[src/rtl/capture_wr_ctrl.sv]
// capture_wr_ctrl: write side of the ADC capture buffer.
// Takes the sample stream and waits for an optional trigger. Accepted samples
// are packed into the two half-width capture RAMs in 8K (dual) or 16K (split)
// layout. Capture is either one-shot up to the max address or a ring until
// stopped. Completion and the last written address are reported to the
// register block.
module capture_wr_ctrl #(
  parameter int DATA_WIDTH = 32,
  parameter int ADDR_WIDTH = 14
) (
  input  logic                      clk,
  input  logic                      rst,
  input  logic                      capture_start,
  input  logic                      capture_stop,
  input  logic                      store_mode,
  input  logic                      cap_wrap,
  input  logic                      trig_en,
  input  logic                      trig_in,
  input  logic [ADDR_WIDTH-1:0]     capture_max_addr,
  input  logic [DATA_WIDTH-1:0]     adc_data,
  input  logic                      adc_vld,
  output logic [ADDR_WIDTH-2:0]     ram0_waddr,
  output logic [ADDR_WIDTH-2:0]     ram1_waddr,
  output logic [DATA_WIDTH/2-1:0]   ram0_wdata,
  output logic [DATA_WIDTH/2-1:0]   ram1_wdata,
  output logic                      ram0_wr_en,
  output logic                      ram1_wr_en,
  output logic                      capture_busy,
  output logic                      capture_done,
  output logic                      capture_wrapped,
  output logic [ADDR_WIDTH-1:0]     capture_last_addr
);

  localparam int HALF_W = DATA_WIDTH / 2;
  localparam int RAM_AW = ADDR_WIDTH - 1;

  typedef enum logic [1:0] {
    S_IDLE,
    S_WAIT_TRIG,
    S_CAPTURE,
    S_DONE
  } state_e;

  state_e                state_q,   state_d;
  logic [ADDR_WIDTH-1:0] wr_addr_q, wr_addr_d;
  logic [ADDR_WIDTH-1:0] max_q,     max_d;
  logic [ADDR_WIDTH-1:0] last_q,    last_d;
  logic                  mode_q,    mode_d;
  logic                  wrapped_q, wrapped_d;
  logic                  done_q,    done_d;

  logic [RAM_AW-1:0]     waddr_q,   waddr_d;
  logic [HALF_W-1:0]     wdata0_q,  wdata0_d;
  logic [HALF_W-1:0]     wdata1_q,  wdata1_d;
  logic                  wr_en0_q,  wr_en0_d;
  logic                  wr_en1_q,  wr_en1_d;

  logic                  accept;

  // Next-state, address sequencing and RAM write packing.
  always_comb begin
    state_d   = state_q;
    wr_addr_d = wr_addr_q;
    max_d     = max_q;
    last_d    = last_q;
    mode_d    = mode_q;
    wrapped_d = wrapped_q;
    done_d    = done_q;
    waddr_d   = waddr_q;
    wdata0_d  = wdata0_q;
    wdata1_d  = wdata1_q;
    wr_en0_d  = 1'b0;
    wr_en1_d  = 1'b0;
    accept    = 1'b0;

    unique case (state_q)
      S_IDLE, S_DONE: begin
        if (capture_start) begin
          // Mode and limit are frozen here; in 8K mode the limit MSB is dropped.
          mode_d    = store_mode;
          max_d     = store_mode ? {1'b0, capture_max_addr[ADDR_WIDTH-2:0]}
                                 : capture_max_addr;
          wr_addr_d = '0;
          last_d    = '0;
          wrapped_d = 1'b0;
          done_d    = 1'b0;
          state_d   = trig_en ? S_WAIT_TRIG : S_CAPTURE;
        end
      end
      S_WAIT_TRIG: begin
        if (capture_stop) begin
          state_d = S_DONE;
          done_d  = 1'b1;
        end else if (trig_in) begin
          state_d = S_CAPTURE;
          accept  = adc_vld;
        end
      end
      S_CAPTURE: begin
        if (capture_stop) begin
          state_d = S_DONE;
          done_d  = 1'b1;
        end else begin
          accept = adc_vld;
        end
      end
      default: state_d = S_IDLE;
    endcase

    if (accept) begin
      last_d = wr_addr_q;
      if (wr_addr_q == max_q) begin
        if (cap_wrap) begin
          wr_addr_d = '0;
          wrapped_d = 1'b1;
        end else begin
          state_d = S_DONE;
          done_d  = 1'b1;
        end
      end else begin
        wr_addr_d = wr_addr_q + ADDR_WIDTH'(1);
      end

      // Both RAMs share one address register; in 16K mode the logical MSB
      // selects which RAM strobes and the lower data half goes to either.
      waddr_d  = wr_addr_q[RAM_AW-1:0];
      wdata0_d = adc_data[HALF_W-1:0];
      if (mode_q) begin
        wr_en0_d = 1'b1;
        wr_en1_d = 1'b1;
        wdata1_d = adc_data[DATA_WIDTH-1:HALF_W];
      end else begin
        wr_en0_d = ~wr_addr_q[ADDR_WIDTH-1];
        wr_en1_d =  wr_addr_q[ADDR_WIDTH-1];
        wdata1_d = adc_data[HALF_W-1:0];
      end
    end
  end

  // State, status and write-port registers with synchronous reset.
  always_ff @(posedge clk) begin
    if (rst) begin
      state_q   <= S_IDLE;
      wr_addr_q <= '0;
      max_q     <= '0;
      last_q    <= '0;
      mode_q    <= 1'b0;
      wrapped_q <= 1'b0;
      done_q    <= 1'b0;
      waddr_q   <= '0;
      wdata0_q  <= '0;
      wdata1_q  <= '0;
      wr_en0_q  <= 1'b0;
      wr_en1_q  <= 1'b0;
    end else begin
      state_q   <= state_d;
      wr_addr_q <= wr_addr_d;
      max_q     <= max_d;
      last_q    <= last_d;
      mode_q    <= mode_d;
      wrapped_q <= wrapped_d;
      done_q    <= done_d;
      waddr_q   <= waddr_d;
      wdata0_q  <= wdata0_d;
      wdata1_q  <= wdata1_d;
      wr_en0_q  <= wr_en0_d;
      wr_en1_q  <= wr_en1_d;
    end
  end

  assign ram0_waddr        = waddr_q;
  assign ram1_waddr        = waddr_q;
  assign ram0_wdata        = wdata0_q;
  assign ram1_wdata        = wdata1_q;
  assign ram0_wr_en        = wr_en0_q;
  assign ram1_wr_en        = wr_en1_q;
  assign capture_busy      = (state_q == S_WAIT_TRIG) || (state_q == S_CAPTURE);
  assign capture_done      = done_q;
  assign capture_wrapped   = wrapped_q;
  assign capture_last_addr = last_q;

endmodule

[config.mk]
export PLATFORM = sky130hd
export DESIGN_NAME = capture_wr_ctrl
export DESIGN_NICKNAME = d
export VERILOG_FILES = /design/src/rtl/capture_wr_ctrl.sv
export SDC_FILE = /design/constraint.sdc
export NUM_CORES = 1
export LEC_CHECK = 0
export CAP_MARGIN = 10
export CORE_UTILIZATION = 49
export CTS_CLUSTER_DIAMETER = 100
export DETAILED_ROUTE_END_ITERATION = 8
export PLACE_DENSITY = 0.82
export SLEW_MARGIN = 10
export SYNTH_ARGS = -nofsm -noshare
export SYNTH_HDL_FRONTEND = slang
export SYNTH_SLANG_ARGS = --single-unit
export TNS_END_PERCENT = 30
[constraint.sdc]
create_clock -name clk -period 4.3 [get_ports clk]
set_input_delay 0.86 -clock clk [delete_from_list [all_inputs] [get_ports clk]]
set_output_delay 0.86 -clock clk [all_outputs]
set_load 0.05 [all_outputs]
==> results.cfg, run 1 <==
[placed_design]
gp_congestion = 0.8367
port-buffer-count = 131
pre_cts_slack_ps = 1023
place.detailed.hpwl_mm = 7.158

[status]
status = finished clean

[flow_run]
max_cap_viol_count = 0

[sta]
hold_slack_ps = 461.8
setup_tns_ps = 0
layout_min_cycle_time_ps = 2975
max_freq_mhz = 336.1
setup_violations = 0
relSlewSlack_pct = 30.58
rsz0062_at_grt = false
fin_worst_skew_ps = 9.630
postLayoutSetupSlackWorst_ps = 1325
period_share_pct = 69.20
maxSlewViolCount = 0
tightest_slew_ps = 1040
hold_viol_final = 0

[global_routing]
gr-total-overflow = 0
grt_start_max_net_pins = 72
track_usage_pct = 23.80
grt_pass1_wl_mm = 16.03
grt_pass1_vias = 3520
antenna_found_initial = 0

[cells_and_area]
antennaDiodeCount = 0
finalNetCount = 634
fin_util_pct = 69.39
multi_input_area_sq_um = 1863
syn_to_final_growth_pct = 35.65
drive_gt1_share_pct = 5.000
fill_cells = 652
seqCellArea_sq_um = 1882

[critical_path]
crit_chain = inv_1 > ha_1 > inv_1 > clkdlybuf4s50_1
startpoint = state_q[0]
end_kind = output port
cp_max_fo = 7
criticalPathCategory = reg2out
cp_slowest_cell = clkdlybuf4s50_1
r2r_setup_slack_ps = 1600
crit_path_max_incr_delay_ps = 810
timing.rr.end = ram1_wdata[14]
worst-endpoint-arrival_ps = 2120
crit_end = capture_busy
start_kind = flop
crit_top_cell = inv_1
required_ps = 3440
reg2reg_from = state_q[0]
worstRegToRegCells = 7

[floorplanning]
core-area_sq_um = 7807
start_util_pct = 51.15
fp.dieW_um = 92.28
dieArea_sq_um = 8516
fp.dieH_um = 92.28
ios = 132
rows = 32

[drt]
antenna_left = 0
num_vias = 3592
viasPerCell = 5.267
wl_mm = 9.733
drtIter0Drc = 170
drc = 0
dr.pass1.iters = 4
wl_per_cell_um = 14.27

[clocking]
numCtsBuffers = 9
post-cts-setup-buffers = 0
clock_latency_ps = 350
cts_num_sinks = 94
cts_tree = yes
clk_pin_slew_ps = 90
h-tree-depth = 3
root_buffer = clkbuf_8
hold_buffers = 0
post_cts_resized = 0
clockBufferDepth = 2

[yosys]
ys_warn_count = 0
synth_top_cell_area_share_pct = 47.12
yosys.area.top_type = dfxtp_1
synth-seq-area-share_pct = 47.12
syn_area_sq_um = 3994
avgSynthCellArea_sq_um = 8.390
synth_nets = 535
synth_edf_count = 0
synth_cell_types = 40
synthTopCellsByCount = 111 x nand2_1, 94 x dfxtp_1, 64 x a21oi_1
synth-main-ff-cell = dfxtp_1
yosys-top-cells-area = dfxtp_1 47%, nand2_1 10%, a21oi_1 8.0%
syn_inst = 476
synth_seq_cells = 94
async_flop_share_pct = 0
yosysMostFrequentCell = nand2_1

[power_and_ir_drop]
p_leak_nw = 1.844
ir_drop_v = 0.0003259
p_per_area_nw_per_um2 = 410.7

[min_path]
min_path_type = reg2reg
==> cells in the final DEF (no fill, tap or decap), types with 2 or more instances in the layout <==
cell type	count
clkbuf_8	9
mux2_2	2
ha_1	4
inv_1	7
buf_4	3
o21ai_0	8
clkdlybuf4s50_1	130
nand2b_1	5
clkinvlp_4	2
nand3_1	6
and2_1	2
xnor2_1	18
clkbuf_1	2
a211oi_1	21
nand2_1	111
or2_2	3
mux2i_1	16
a21oi_1	64
nor2_1	26
dfxtp_1	94
nand4_1	9
a21o_1	5
or3_1	2
a22o_1	6
and3_1	4
==> area by class of cell <==
| class | count | area share [%] |
|---|---|---|
| multi-input cells | 329 | 34.39 |
| inverters | 7 | 0.4850 |
| repair buffers | 134 | 24.53 |
| well taps | 102 | 2.356 |
| flip-flops and latches | 94 | 34.73 |
| clock buffers | 11 | 2.425 |
| clock inverters | 5 | 1.085 |
==> flip-flops by register name (all words and copies together), names as in the netlist <==
register	flops
capture_done	1
capture_last_addr	14
capture_wrapped	1
max_q	14
mode_q	1
ram0_waddr	13
ram0_wdata	16
ram0_wr_en	1
ram1_wdata	16
ram1_wr_en	1
state_q	2
wr_addr_q	14
==> critical path, delay by kind of cell, from the launching register on <==
kind | cells | cell delay (ps)
fa+ha+maj | 1 | 370
buf+inv | 3 | 1020
flops | 1 | 380
==> metal layers <==
| metal | global-route usage (%) | vias to the layer above | wire (um) |
|---|---|---|---|
| met5 | 0 | - | 0 |
| met4 | 11.72 | 0 | 262 |
| met3 | 4.643 | 21 | 671 |
| met2 | 40.36 | 140 | 4658 |
| met1 | 28.69 | 1633 | 4140 |
| li1 | - | 1798 | - |
==> worst min path at each step <==
stage / from / endpoint / slack, ps / depth (start not counted)
CTS: ram0_wdata[11] / ram0_wdata[11] / 460 / 2
floorplan: max_q[13] / max_q[13] / 440 / 2
detailed placement: ram0_wdata[3] / ram0_wdata[3] / 450 / 2
global placement: ram0_wdata[14] / ram0_wdata[14] / 440 / 2
global route: capture_last_addr[10] / capture_last_addr[10] / 470 / 2
finish: ram0_wdata[11] / ram0_wdata[11] / 460 / 2
==> logic make-up after synthesis <==
group	after synthesis	share of synthesized area, %
flops	94	47.12
xor+xnor	19	4.167
mux	18	4.574
simple gates	178	19.96
fa+ha+maj	4	1.253
buf+inv	53	6.422
compound gates	110	16.51
==> through the flow <==
step	power, W	std cells	instance area [sq um]
5_1_grt	0.002333	682	5418
2_1_floorplan	0.001471	476	3994
3_5_place_dp	0.001676	666	5228
4_1_cts	0.002237	682	5418
3_3_place_gp	0.001658	666	5228
6_report	0.002225	682	5418
==> report_power, final <==
part / total [W] / switching [W] / internal (W) / leakage [nW]
Clock: 0.000567 / 0.000296 / 0.000270 / 0.0899
Sequential: 0.000999 / 0.0000618 / 0.000937 / 0.760
Combinational: 0.000660 / 0.000413 / 0.000247 / 0.993
No activity file was read; power rests on OpenSTA's default activity.
==> run 2: changes to the inputs <==
--- a/config.mk
+++ b/config.mk
@@ -6,10 +6,10 @@
 export NUM_CORES = 1
 export LEC_CHECK = 0
 export CAP_MARGIN = 10
-export CORE_UTILIZATION = 49
+export CORE_UTILIZATION = 41
 export CTS_CLUSTER_DIAMETER = 100
 export DETAILED_ROUTE_END_ITERATION = 8
-export PLACE_DENSITY = 0.82
+export PLACE_DENSITY = 0.73
 export SLEW_MARGIN = 10
 export SYNTH_ARGS = -nofsm -noshare
 export SYNTH_HDL_FRONTEND = slang
==> constraint.sdc (replaced) <==
create_clock -name clk -period 2.4 [get_ports clk]
set_input_delay 0.48 -clock clk [delete_from_list [all_inputs] [get_ports clk]]
set_output_delay 0.48 -clock clk [all_outputs]
set_load 0.05 [all_outputs]
==> run 2 against run 1 <==
Effect of this change:
- critical path type is now reg2reg
- largest cell class unchanged
- power increased by 83%
- worst hold slack got worse by 3.0 ps
- clock skew decreased by 3.2 ps
- sequential cell count unchanged
- highest routed layer unchanged
- non-clock buffer count increased by 12
- cell count increased by 5.7%
==> results.cfg, run 2 (synthesis results as in run 1) <==
[sta]
maxSlewViolCount = 0
setup_violations = 0
tightest_slew_ps = 657.0
hold_viol_final = 0
max_freq_mhz = 454.7
fin_worst_skew_ps = 6.425
relSlewSlack_pct = 56.20
rsz0062_at_grt = false
period_share_pct = 91.64
hold_slack_ps = 458.8
layout_min_cycle_time_ps = 2199

[cells_and_area]
drive_gt1_share_pct = 7.095
final_cell_area_sq_um = 5552
finalNetCount = 646
fin_util_pct = 59.52
antennaDiodeCount = 0
final_cell_mix = 129 x clkdlybuf4s50_1, 111 x nand2_1, 94 x dfxtp_1, 64 x a21oi_1, 26 x nor2_1
mostFrequentLayoutCell = clkdlybuf4s50_1
syn_to_final_growth_pct = 39.00

[floorplanning]
fp.dieW_um = 100.7
dieArea_sq_um = 10140
fp.dieH_um = 100.7
start_util_pct = 42.82
ios = 132
core-area_sq_um = 9328
rows = 35

[global_routing]
track_usage_pct = 20.53
grt_start_max_net_pins = 66
antenna_found_initial = 0
gr-total-overflow = 0
grt_pass1_vias = 3463
grt_pass1_wl_mm = 16.48

[clocking]
hold_buffers = 0
numCtsBuffers = 9
clock_latency_ps = 360
root_buffer = clkbuf_8
post-cts-setup-buffers = 0
h-tree-depth = 3
cts_num_sinks = 94
post_cts_resized = 0
clockBufferDepth = 2
cts_tree = yes
clk_pin_slew_ps = 90

[power_and_ir_drop]
ir_drop_v = 0.0005680
p_per_area_nw_per_um2 = 734.2
p_leak_nw = 1.908
p_clk_share_pct = 25.4
pwr-share-seq_pct = 43.2
pwr-share-comb_pct = 31.5
p_sw_w = 0.001412
p_sw_share_pct = 34.64
p_int_w = 0.002664

[critical_path]
criticalPathCategory = reg2reg
worst-endpoint-arrival_ps = 2500
end_kind = flop
cp_max_fo = 8
start_kind = flop
required_ps = 2700

[drt]
antenna_left = 0
wl_per_cell_um = 14.11
num_vias = 3670
dr.pass1.iters = 5
wl_mm = 10.17
viasPerCell = 5.090
drtIter0Drc = 124
drc = 0

[placed_design]
place_area_sq_um = 5361
port-buffer-count = 131
place.detailed.hpwl_mm = 7.487
gp_congestion = 0.8219

[flow_run]
max_cap_viol_count = 0

[min_path]
min_path_type = reg2reg

[status]
status = finished clean
run 2: changes by cell type in the layout (fill, tap and decap cells not counted), sizes merged:
cell,change
clkdlybuf4s50,-1
buf,+13
run 2: cell type report:
cell class / instances / area [sq um]
Clock inverter: 5 / 58.81
Timing Repair Buffer: 146 / 1429
Sequential cell: 94 / 1882
Clock buffer: 11 / 131.4
Tap cell: 129 / 161.4
Fill cell: 879 / 3776
Inverter: 7 / 26.28
Multi-Input combinational cell: 329 / 1863
run 2: worst max-delay path, stage by stage, from the launching register on:
cell and delay, ps:
dfxtp_1 370, inv_1 80, ha_1 310, or3b_1 400, or3_1 350, buf_4 180
nor2_2 240, mux2_2 210
run 2: power by group through the flow:
stage / Combinational, W / Clock [W] / Sequential (W)
2_1_floorplan: 0.000674 / 0 / 0.00196
3_3_place_gp: 0.00125 / 0 / 0.00179
3_5_place_dp: 0.00128 / 0 / 0.00179
4_1_cts: 0.00129 / 0.00105 / 0.00176
5_1_grt: 0.00139 / 0.00112 / 0.00178
6_report: 0.00128 / 0.00103 / 0.00176
run 2: path summary, 6_finish.rpt:
| kind | cells after the start | start | to | slack (ps) |
|---|---|---|---|---|
| hold reg to reg | 2 | ram0_wdata[4] | ram0_wdata[4] | 460 |
| hold / removal | 2 | ram0_wdata[4] | ram0_wdata[4] | 460 |
| setup / recovery | 7 | state_q[0] | wr_addr_q[0] | 200 |
| setup reg to reg | 7 | state_q[0] | wr_addr_q[0] | 200 |
run 2: per-stage QoR:
stage | cells | TNS (ps) | setup WS, ps | power [W]
3_3_place_gp | 705 | 0 | 46.71 | 0.003045
2_1_floorplan | 476 | 0 | 205.5 | 0.002635
4_1_cts | 721 | 0 | 207.6 | 0.004098
3_5_place_dp | 705 | -6.050 | -6.050 | 0.003079
5_1_grt | 721 | 0 | 65.77 | 0.004287
6_report | 721 | 0 | 200.5 | 0.004076
run 2: metal layers:
layer | track usage [%] | vias up | wire, um
met5 | 0 | - | 0
met1 | 26.76 | 1720 | 4576
li1 | - | 1830 | -
met3 | 3.467 | 9 | 506
met4 | 6.689 | 0 | 117
met2 | 34.56 | 111 | 4971
